$ cat src/rtl/y86_pkg.sv
// Shared Y86-64 definitions: instruction codes, status codes, sequencer states
// and condition encodings used by the sequential and future pipelined cores.
package y86_pkg;

    localparam int unsigned ICODE_W = 4;
    localparam int unsigned STAT_W  = 3;
    localparam int unsigned STAGE_N = 6;

    localparam logic [ICODE_W-1:0] I_HALT   = 4'h0;
    localparam logic [ICODE_W-1:0] I_NOP    = 4'h1;
    localparam logic [ICODE_W-1:0] I_CMOVXX = 4'h2;
    localparam logic [ICODE_W-1:0] I_IRMOVQ = 4'h3;
    localparam logic [ICODE_W-1:0] I_RMMOVQ = 4'h4;
    localparam logic [ICODE_W-1:0] I_MRMOVQ = 4'h5;
    localparam logic [ICODE_W-1:0] I_OPQ    = 4'h6;
    localparam logic [ICODE_W-1:0] I_JXX    = 4'h7;
    localparam logic [ICODE_W-1:0] I_CALL   = 4'h8;
    localparam logic [ICODE_W-1:0] I_RET    = 4'h9;
    localparam logic [ICODE_W-1:0] I_PUSHQ  = 4'hA;
    localparam logic [ICODE_W-1:0] I_POPQ   = 4'hB;

    localparam logic [STAT_W-1:0] STAT_AOK = 3'd1;
    localparam logic [STAT_W-1:0] STAT_HLT = 3'd2;
    localparam logic [STAT_W-1:0] STAT_ADR = 3'd3;
    localparam logic [STAT_W-1:0] STAT_INS = 3'd4;

    localparam logic [ICODE_W-1:0] C_ALWAYS = 4'h0;
    localparam logic [ICODE_W-1:0] C_LE     = 4'h1;
    localparam logic [ICODE_W-1:0] C_L      = 4'h2;
    localparam logic [ICODE_W-1:0] C_E      = 4'h3;
    localparam logic [ICODE_W-1:0] C_NE     = 4'h4;
    localparam logic [ICODE_W-1:0] C_GE     = 4'h5;
    localparam logic [ICODE_W-1:0] C_G      = 4'h6;

    typedef enum logic [2:0] {
        S_FETCH     = 3'd0,
        S_DECODE    = 3'd1,
        S_EXECUTE   = 3'd2,
        S_MEMORY    = 3'd3,
        S_WRITEBACK = 3'd4,
        S_PC_UPDATE = 3'd5,
        S_HALTED    = 3'd6
    } stage_e;

    // Instructions that touch data memory and therefore handshake in MEMORY.
    function automatic logic is_mem_icode(input logic [ICODE_W-1:0] ic);
        return (ic == I_RMMOVQ) || (ic == I_MRMOVQ) || (ic == I_CALL) ||
               (ic == I_RET)    || (ic == I_PUSHQ)  || (ic == I_POPQ);
    endfunction

endpackage

$ cat src/rtl/y86_cond.sv
// Combinational condition evaluator: {ZF,SF,OF} and ifun -> branch/cmov condition.
module y86_cond
    import y86_pkg::*;
(
    input  logic [2:0] cc,
    input  logic [3:0] ifun,
    output logic       cnd_c
);

    logic zf;
    logic sf;
    logic of;

    assign zf = cc[2];
    assign sf = cc[1];
    assign of = cc[0];

    always_comb begin
        cnd_c = 1'b0;
        case (ifun)
            C_ALWAYS: cnd_c = 1'b1;
            C_LE:     cnd_c = (sf ^ of) | zf;
            C_L:      cnd_c = sf ^ of;
            C_E:      cnd_c = zf;
            C_NE:     cnd_c = ~zf;
            C_GE:     cnd_c = ~(sf ^ of);
            C_G:      cnd_c = ~(sf ^ of) & ~zf;
            default:  cnd_c = 1'b0;
        endcase
    end

endmodule

$ cat src/rtl/y86_seq_ctrl.sv
// Multi-cycle Y86-64 sequencer: steps one instruction through the six stages,
// owns PC, CC, status and retired count, and handles the data-memory handshake.
module y86_seq_ctrl
    import y86_pkg::*;
#(
    parameter int unsigned      XLEN        = 64,
    parameter logic [XLEN-1:0]  RESET_PC    = '0,
    parameter int unsigned      MEM_TIMEOUT = 16,
    parameter int unsigned      CNT_W       = 32
) (
    input  logic             clk,
    input  logic             rst_n,
    input  logic             run,
    input  logic [3:0]       icode,
    input  logic [3:0]       ifun,
    input  logic             instr_valid,
    input  logic             imem_err,
    input  logic [XLEN-1:0]  valC,
    input  logic [XLEN-1:0]  valP,
    input  logic [XLEN-1:0]  valM,
    input  logic             zf_in,
    input  logic             sf_in,
    input  logic             of_in,
    input  logic             mem_ack,
    input  logic             dmem_err,
    output logic [XLEN-1:0]  pc,
    output logic [5:0]       stage_en,
    output logic             mem_req,
    output logic [2:0]       cc,
    output logic             cnd,
    output logic [2:0]       stat,
    output logic             halted,
    output logic [CNT_W-1:0] icount
);

    localparam int unsigned WAIT_W = (MEM_TIMEOUT > 1) ? $clog2(MEM_TIMEOUT) : 1;

    stage_e            state;
    logic [3:0]        ir_icode;
    logic [3:0]        ir_ifun;
    logic [WAIT_W-1:0] wait_cnt;
    logic              cnd_c;

    y86_cond u_cond (
        .cc    (cc),
        .ifun  (ir_ifun),
        .cnd_c (cnd_c)
    );

    // FETCH is only enabled in a cycle where the core is permitted to run.
    always_comb begin
        stage_en = '0;
        case (state)
            S_FETCH:     stage_en[0] = run;
            S_DECODE:    stage_en[1] = 1'b1;
            S_EXECUTE:   stage_en[2] = 1'b1;
            S_MEMORY:    stage_en[3] = 1'b1;
            S_WRITEBACK: stage_en[4] = 1'b1;
            S_PC_UPDATE: stage_en[5] = 1'b1;
            default:     stage_en    = '0;
        endcase
    end

    always_ff @(posedge clk) begin
        if (!rst_n) begin
            state    <= S_FETCH;
            pc       <= RESET_PC;
            cc       <= 3'b100;
            cnd      <= 1'b0;
            stat     <= STAT_AOK;
            halted   <= 1'b0;
            icount   <= '0;
            mem_req  <= 1'b0;
            wait_cnt <= '0;
            ir_icode <= I_NOP;
            ir_ifun  <= '0;
        end else begin
            case (state)
                S_FETCH: begin
                    if (run) begin
                        if (imem_err) begin
                            stat   <= STAT_ADR;
                            halted <= 1'b1;
                            state  <= S_HALTED;
                        end else if (!instr_valid) begin
                            stat   <= STAT_INS;
                            halted <= 1'b1;
                            state  <= S_HALTED;
                        end else if (icode == I_HALT) begin
                            stat   <= STAT_HLT;
                            halted <= 1'b1;
                            state  <= S_HALTED;
                        end else begin
                            ir_icode <= icode;
                            ir_ifun  <= ifun;
                            state    <= S_DECODE;
                        end
                    end
                end
                S_DECODE: state <= S_EXECUTE;
                // cnd samples cc before this cycle's OPQ flag update.
                S_EXECUTE: begin
                    if (ir_icode == I_OPQ) begin
                        cc <= {zf_in, sf_in, of_in};
                    end
                    cnd      <= cnd_c;
                    mem_req  <= is_mem_icode(ir_icode);
                    wait_cnt <= '0;
                    state    <= S_MEMORY;
                end
                S_MEMORY: begin
                    if (mem_req) begin
                        if (mem_ack) begin
                            mem_req <= 1'b0;
                            if (dmem_err) begin
                                stat   <= STAT_ADR;
                                halted <= 1'b1;
                                state  <= S_HALTED;
                            end else begin
                                state <= S_WRITEBACK;
                            end
                        end else if ((MEM_TIMEOUT != 0) &&
                                     (wait_cnt == WAIT_W'(MEM_TIMEOUT - 1))) begin
                            mem_req <= 1'b0;
                            stat    <= STAT_ADR;
                            halted  <= 1'b1;
                            state   <= S_HALTED;
                        end else begin
                            wait_cnt <= wait_cnt + WAIT_W'(1);
                        end
                    end else begin
                        state <= S_WRITEBACK;
                    end
                end
                S_WRITEBACK: state <= S_PC_UPDATE;
                S_PC_UPDATE: begin
                    if (ir_icode == I_CALL) begin
                        pc <= valC;
                    end else if ((ir_icode == I_JXX) && cnd) begin
                        pc <= valC;
                    end else if (ir_icode == I_RET) begin
                        pc <= valM;
                    end else begin
                        pc <= valP;
                    end
                    icount <= icount + CNT_W'(1);
                    state  <= S_FETCH;
                end
                S_HALTED: state <= S_HALTED;
                default:  state <= S_HALTED;
            endcase
        end
    end

endmodule

$ cat config.mk
export PLATFORM = sky130hd
export DESIGN_NAME = y86_seq_ctrl
export DESIGN_NICKNAME = d
export VERILOG_FILES = /design/src/rtl/y86_pkg.sv /design/src/rtl/y86_cond.sv /design/src/rtl/y86_seq_ctrl.sv
export SDC_FILE = /design/constraint.sdc
export NUM_CORES = 1
export LEC_CHECK = 0
export BUFFER_PORTS_ARGS = -buffer_cell sky130_fd_sc_hd__buf_2
export CAP_MARGIN = 0
export CORE_MARGIN = 5
export CORE_UTILIZATION = 30
export DETAILED_ROUTE_END_ITERATION = 10
export SKIP_LAST_GASP = 1
export SLEW_MARGIN = 20
export SYNTH_ARGS = -nofsm -noshare
export SYNTH_HDL_FRONTEND = slang
export SYNTH_SLANG_ARGS = --single-unit
$ cat constraint.sdc
create_clock -name clk -period 5 [get_ports clk]
set_clock_uncertainty 0.2 [all_clocks]
set_input_delay 1 -clock clk [delete_from_list [all_inputs] [get_ports clk]]
set_output_delay 1 -clock clk [all_outputs]
set_load 0.02 [all_outputs]
* Word-level counts from Yosys, hierarchy flattened
Index checks and enable logic that the tools add are counted.
Operators by class: $add $sub $neg 2, equal/unequal tests 28, multiplexer cells 45, bitwise gates (word level) 7, reductions and logical operators 16
Operator list (number):
- 64-bit two-way mux | 3
- 3-bit two-way mux | 15
- 32-bit by 1-bit adder with 32-bit output (second input constant) | 1
- 4-bit by 3-bit equality test with 1-bit output (second input constant) | 7
- 4-bit equality test (second input constant) | 5
- 3-bit one-hot mux with 6 select lines | 1
- 1-bit two-way mux | 17
- 4-bit two-way mux | 3
- 4-bit by 2-bit equality test with 1-bit output (second input constant) | 2
- 4-bit logical NOT | 2
- 2-bit != test (second input constant) | 4
- 4-bit != test (second input constant) | 2
- 4-bit one-hot mux with 2 select lines | 1
- 1-bit one-hot mux with 7 select lines | 1
- 3-bit by 2-bit equality test with 1-bit output (second input constant) | 2
- 3-bit equality test (second input constant) | 2
- 3-bit != test (second input constant) | 2
- 3-bit one-hot mux with 2 select lines | 1
- 6-bit AND reduction | 1
- 1-bit logical OR | 5
- 5-bit AND reduction | 1
- 4-bit by 1-bit adder with 4-bit output (second input constant) | 1
- 4-bit by 1-bit equality test with 1-bit output (second input constant) | 1
- 1-bit inverter | 4
- 11 further kinds | 14
Storage, ports and cells: register bits 120, bits of input ports 210, output and inout bits 111, word-level logic and storage cells 109

* Longest topological paths before layout
word-level depth 7, gate-level depth with buffers 7, mapped depth without buffers 5

* Hierarchy
A second synthesis with hierarchy kept.
Second synthesis, totals: cells, all modules 757, area total of the unflattened synthesis 6118.4 um2
By module, submodules not included:
- y86_seq_ctrl | instances 1, cells each 747, area an instance 6037.0 um2, sequential area each 2402.3 um2
- y86_cond | instances 1, cells each 10, area an instance 81.3 um2, sequential area each 0.0 um2

* Worst setup path after synthesis
OpenSTA, ideal clock, no wires.
path type input to output, start input port run, end output port stage_en[0], arrival 1.606 ns, required time 3.800 ns, setup slack 2.194 ns, cell stages on the path 2, buffers on the path 0, cells stage by stage or4b_4 clkinv_1
On the way: cells in the longest elaborated chain, start to end 1
RTL lines:
- start, declared | RTL line y86_seq_ctrl.sv:13 | input logic run,
- 1-bit two-way mux | RTL line y86_seq_ctrl.sv:53 | case (state)
- end, declared | RTL line y86_seq_ctrl.sv:27 | output logic [5:0] stage_en,
No other way between the ends.

* Final worst setup path
Ends and elaborated chain as after synthesis.

==> flow_summary_export.csv <==
group,metric,value,unit
routing,drtIter0Drc,279,
timing,slew_viol_final,0,
placed_design,dp_hpwl,15700,µm
placed_design,dp_slack,1.95,ns
floorplan,core,20100,µm²
setup_path,start_kind,"primary input",
cells_and_area,synthToLayoutAreaGrowth,39.5,%
setup_path,path_cells,"buf_2 -> or4b_4 -> clkinv_1 -> buf_2",
routing,via_count,6611,
grt,grt_max_degree,129,
setup_path,crit_path_max_incr_delay,0.50,ns
floorplan,die-area,23200,µm²
timing,setup_tns,0,ns
setup_path,path_max_fanout,4,
clocking,cts_buffers,17,
clocking,clkSinkCount,120,
synth,synthesis.area,6070,µm²
synth,synth_compound_gate_area_share,0.264,
job,cap_viol_max_count,0,
clocking,post_cts_resized,0,
floorplan,io_pins,321,
floorplan,rows,52,
grt,gr-total-overflow,0,
placed_design,place_congestion,0.842,
grt,gr-max-usage-layer,"met2",
timing,tightest_slew,0.909,ns
routing,avgRoutedWirePerCell,16.2,µm
grt,groute.usage.overall,0.176,
clocking,path_clk_slew,0.06,ns
synth,synthXorXnorAreaFrac,0.0159,
grt,grt_pass1_vias,6294,
clocking,cts_max_level,4,
cells_and_area,layout_common_cells,"320 x buf_2, 127 x o21ai_0, 120 x dfxtp_1, 92 x nand2_1, 67 x nor2b_1",
grt,use_met3,0.0702,
cells_and_area,seq_area,2400,µm²
synth,synth-seq-cells,120,
cells_and_area,multi_input_area,3430,µm²
setup_path,path_class,"in2out",
synth,synth_warnings,0,
run_status,status,"finished, final reports clean",
pwr,p_int,1.94,mW
timing,relSlewSlack,0.392,
clocking,cts_tree,"built",
routing,wl,21500,µm
clocking,clk_path_buf_depth,2,
timing,grt_setup_unrepaired,"false",
floorplan,die_w,152,µm
grt,grt_pass1_wl,33700,µm
clocking,root_buffer,"clkbuf_16",
cells_and_area,num-nets-final,1258,
setup_path,cp_common_cell,"buf_2",
clocking,cts_hold_buffers,0,
clocking,post-cts-setup-buffer-count,0,
synth,synthCells,758,
synth,synth_top_family_by_area,"compound AO/OA/AOI/OAI gates",
synth,synth_top_flop_cell,"dfxtp_1",
timing,hold_viol_final,0,
synth,syn-num-nets,970,
pwr,p_clk_frac,0.458,
synth,synth-simple-area-share,0.251,
cells_and_area,fillers,2063,
cells_and_area,drive_gt1_frac,0.354,
min_path,min_path_type,"reg2reg",
routing,ant_nets,0,
cells_and_area,final_util,0.421,
timing,setup_viol,0,
routing,vias_per_cell,4.97,
clocking,worstSkewPairLatency,0.40,ns
timing,whs,0.241,ns
synth,synth-edff-count,0,
synth,synthAdderAreaFrac,0.00412,
grt,met1_usage,0.207,
cells_and_area,fin_area,8470,µm²
pwr,p_leak,3.57,nW
pwr,netSwitchingFraction,0.264,
pwr,vdd_drop_max,0.179,mV
pwr,p_per_area,311,nW/µm²
pwr,p_sw,0.694,mW
timing,max_freq,330,MHz
cells_and_area,instances_no_fill,1330,
synth,yosysSeqAreaShare,0.396,
placed_design,dp.cells,1296,
setup_path,arrival,1.83,ns
floorplan,start_util,0.302,
pwr,seqPwrFrac,0.397,
timing,fin_ws,1.97,ns
synth,syn_area_per_cell,8.01,µm²
routing,drc,0,
placed_design,placed_cell_area,7870,µm²
setup_path,crit_required,3.80,ns
floorplan,chipHeight,152,µm
synth,ys_types,61,
timing,min_period,3.03,ns
setup_path,crit_slowest_cell,"or4b_4",
synth,synth_mux_area_frac,0.0233,
synth,async_flop_share,0,
pwr,p_comb_frac,0.145,
grt,antenna_found_initial,4,
timing,fin_crit_sh,0.607,
setup_path,end_kind,"output port",
grt,met2_usage,0.301,
routing,first_pass_iters,4,
pwr,p_total,2.63,mW
cells_and_area,final_common_cell,"buf_2",
placed_design,portBuffers,320,
==> power by group through the flow <==
stage | clock (mW) | sequential (mW) | combinational [mW]
after CTS | 1.24 | 1.04 | 0.387
after floorplan | 0 | 1.08 | 0.197
final | 1.20 | 1.04 | 0.382
after global routing | 1.29 | 1.05 | 0.423
after global placement | 0 | 1.06 | 0.384
after detailed placement | 0 | 1.06 | 0.386
==> Yosys cell counts, types with 2 or more instances <==
cell,count,area [µm²]
buf_2,13,65.1
a21oi_1,27,135
nand2b_1,7,43.8
o21ai_1,16,80.1
inv_1,6,22.5
o21ai_0,127,636
nor3_1,4,20.0
dfxtp_1,120,2400
clkinv_1,3,11.3
ha_1,2,25.0
clkbuf_1,44,165
and4_1,4,35.0
nor4_1,8,50.1
o21a_1,4,30.0
nand2_1,92,345
a211oi_1,64,480
nand3_1,11,55.1
nor2b_1,67,419
mux2i_1,13,130
o31ai_1,13,97.6
and2_1,3,18.8
a21boi_0,2,15.0
xnor2_1,9,78.8
xor2_1,2,17.5
or3_1,6,37.5
nor2_1,29,109
or4_1,17,128
a221oi_1,2,17.5
o31a_1,3,26.3
nand4_1,9,56.3
==> critical path, delay by kind of cell <==
family | cells | cell delay (ns)
and+or+nand+nor | 1 | 0.50
buffers and inverters | 3 | 0.34
==> flip-flops by register name (all words and copies together), names as in the netlist <==
name / count
stat: 3
cnd: 1
halted: 1
state: 3
ir_ifun: 4
ir_icode: 4
mem_req: 1
icount: 32
wait_cnt: 4
cc: 3
pc: 64
==> metal layers <==
layer  vias to the layer above  wire [µm]
met5                         -         32
met4                         4        248
met3                        26       1870
met2                       225      10600
met1                      3028       8760
li1                       3328          -
==> final cells by class <==
type                       instances  area share
tap                              270      0.0399
clock inverter                     8      0.0114
antenna                            2    0.000591
clock buffer                      23      0.0565
multi-input combinational        570       0.405
inverter                           9     0.00399
timing repair buffer             328       0.199
sequential                       120       0.284
==> worst paths after layout <==
path,start,end,slack [ns],cells after the start
worst min-delay path,pc[11]$_SDFFE_PN0P_,pc[11]$_SDFFE_PN0P_,0.24,2
worst max-delay path,run,stage_en[0],1.97,4
worst min register to register,pc[11]$_SDFFE_PN0P_,pc[11]$_SDFFE_PN0P_,0.24,2
worst max register to register,state[0]$_SDFFE_PN0P_,icount[15]$_SDFFE_PN0P_,2.25,4
==> kinds of logic (layout without fill, tap and decap cells) <==
group / after synthesis / after routing
and+or+nand+nor: 275 / 275
AOI/OAI and AO/OA: 268 / 268
DFF: 120 / 120
buffers and inverters: 68 / 368
muxes: 14 / 14
xor gates and xnor gates: 11 / 11
adders and majority gates: 2 / 2
other: 0 / 2
Power figures use the tool's default switching activity.
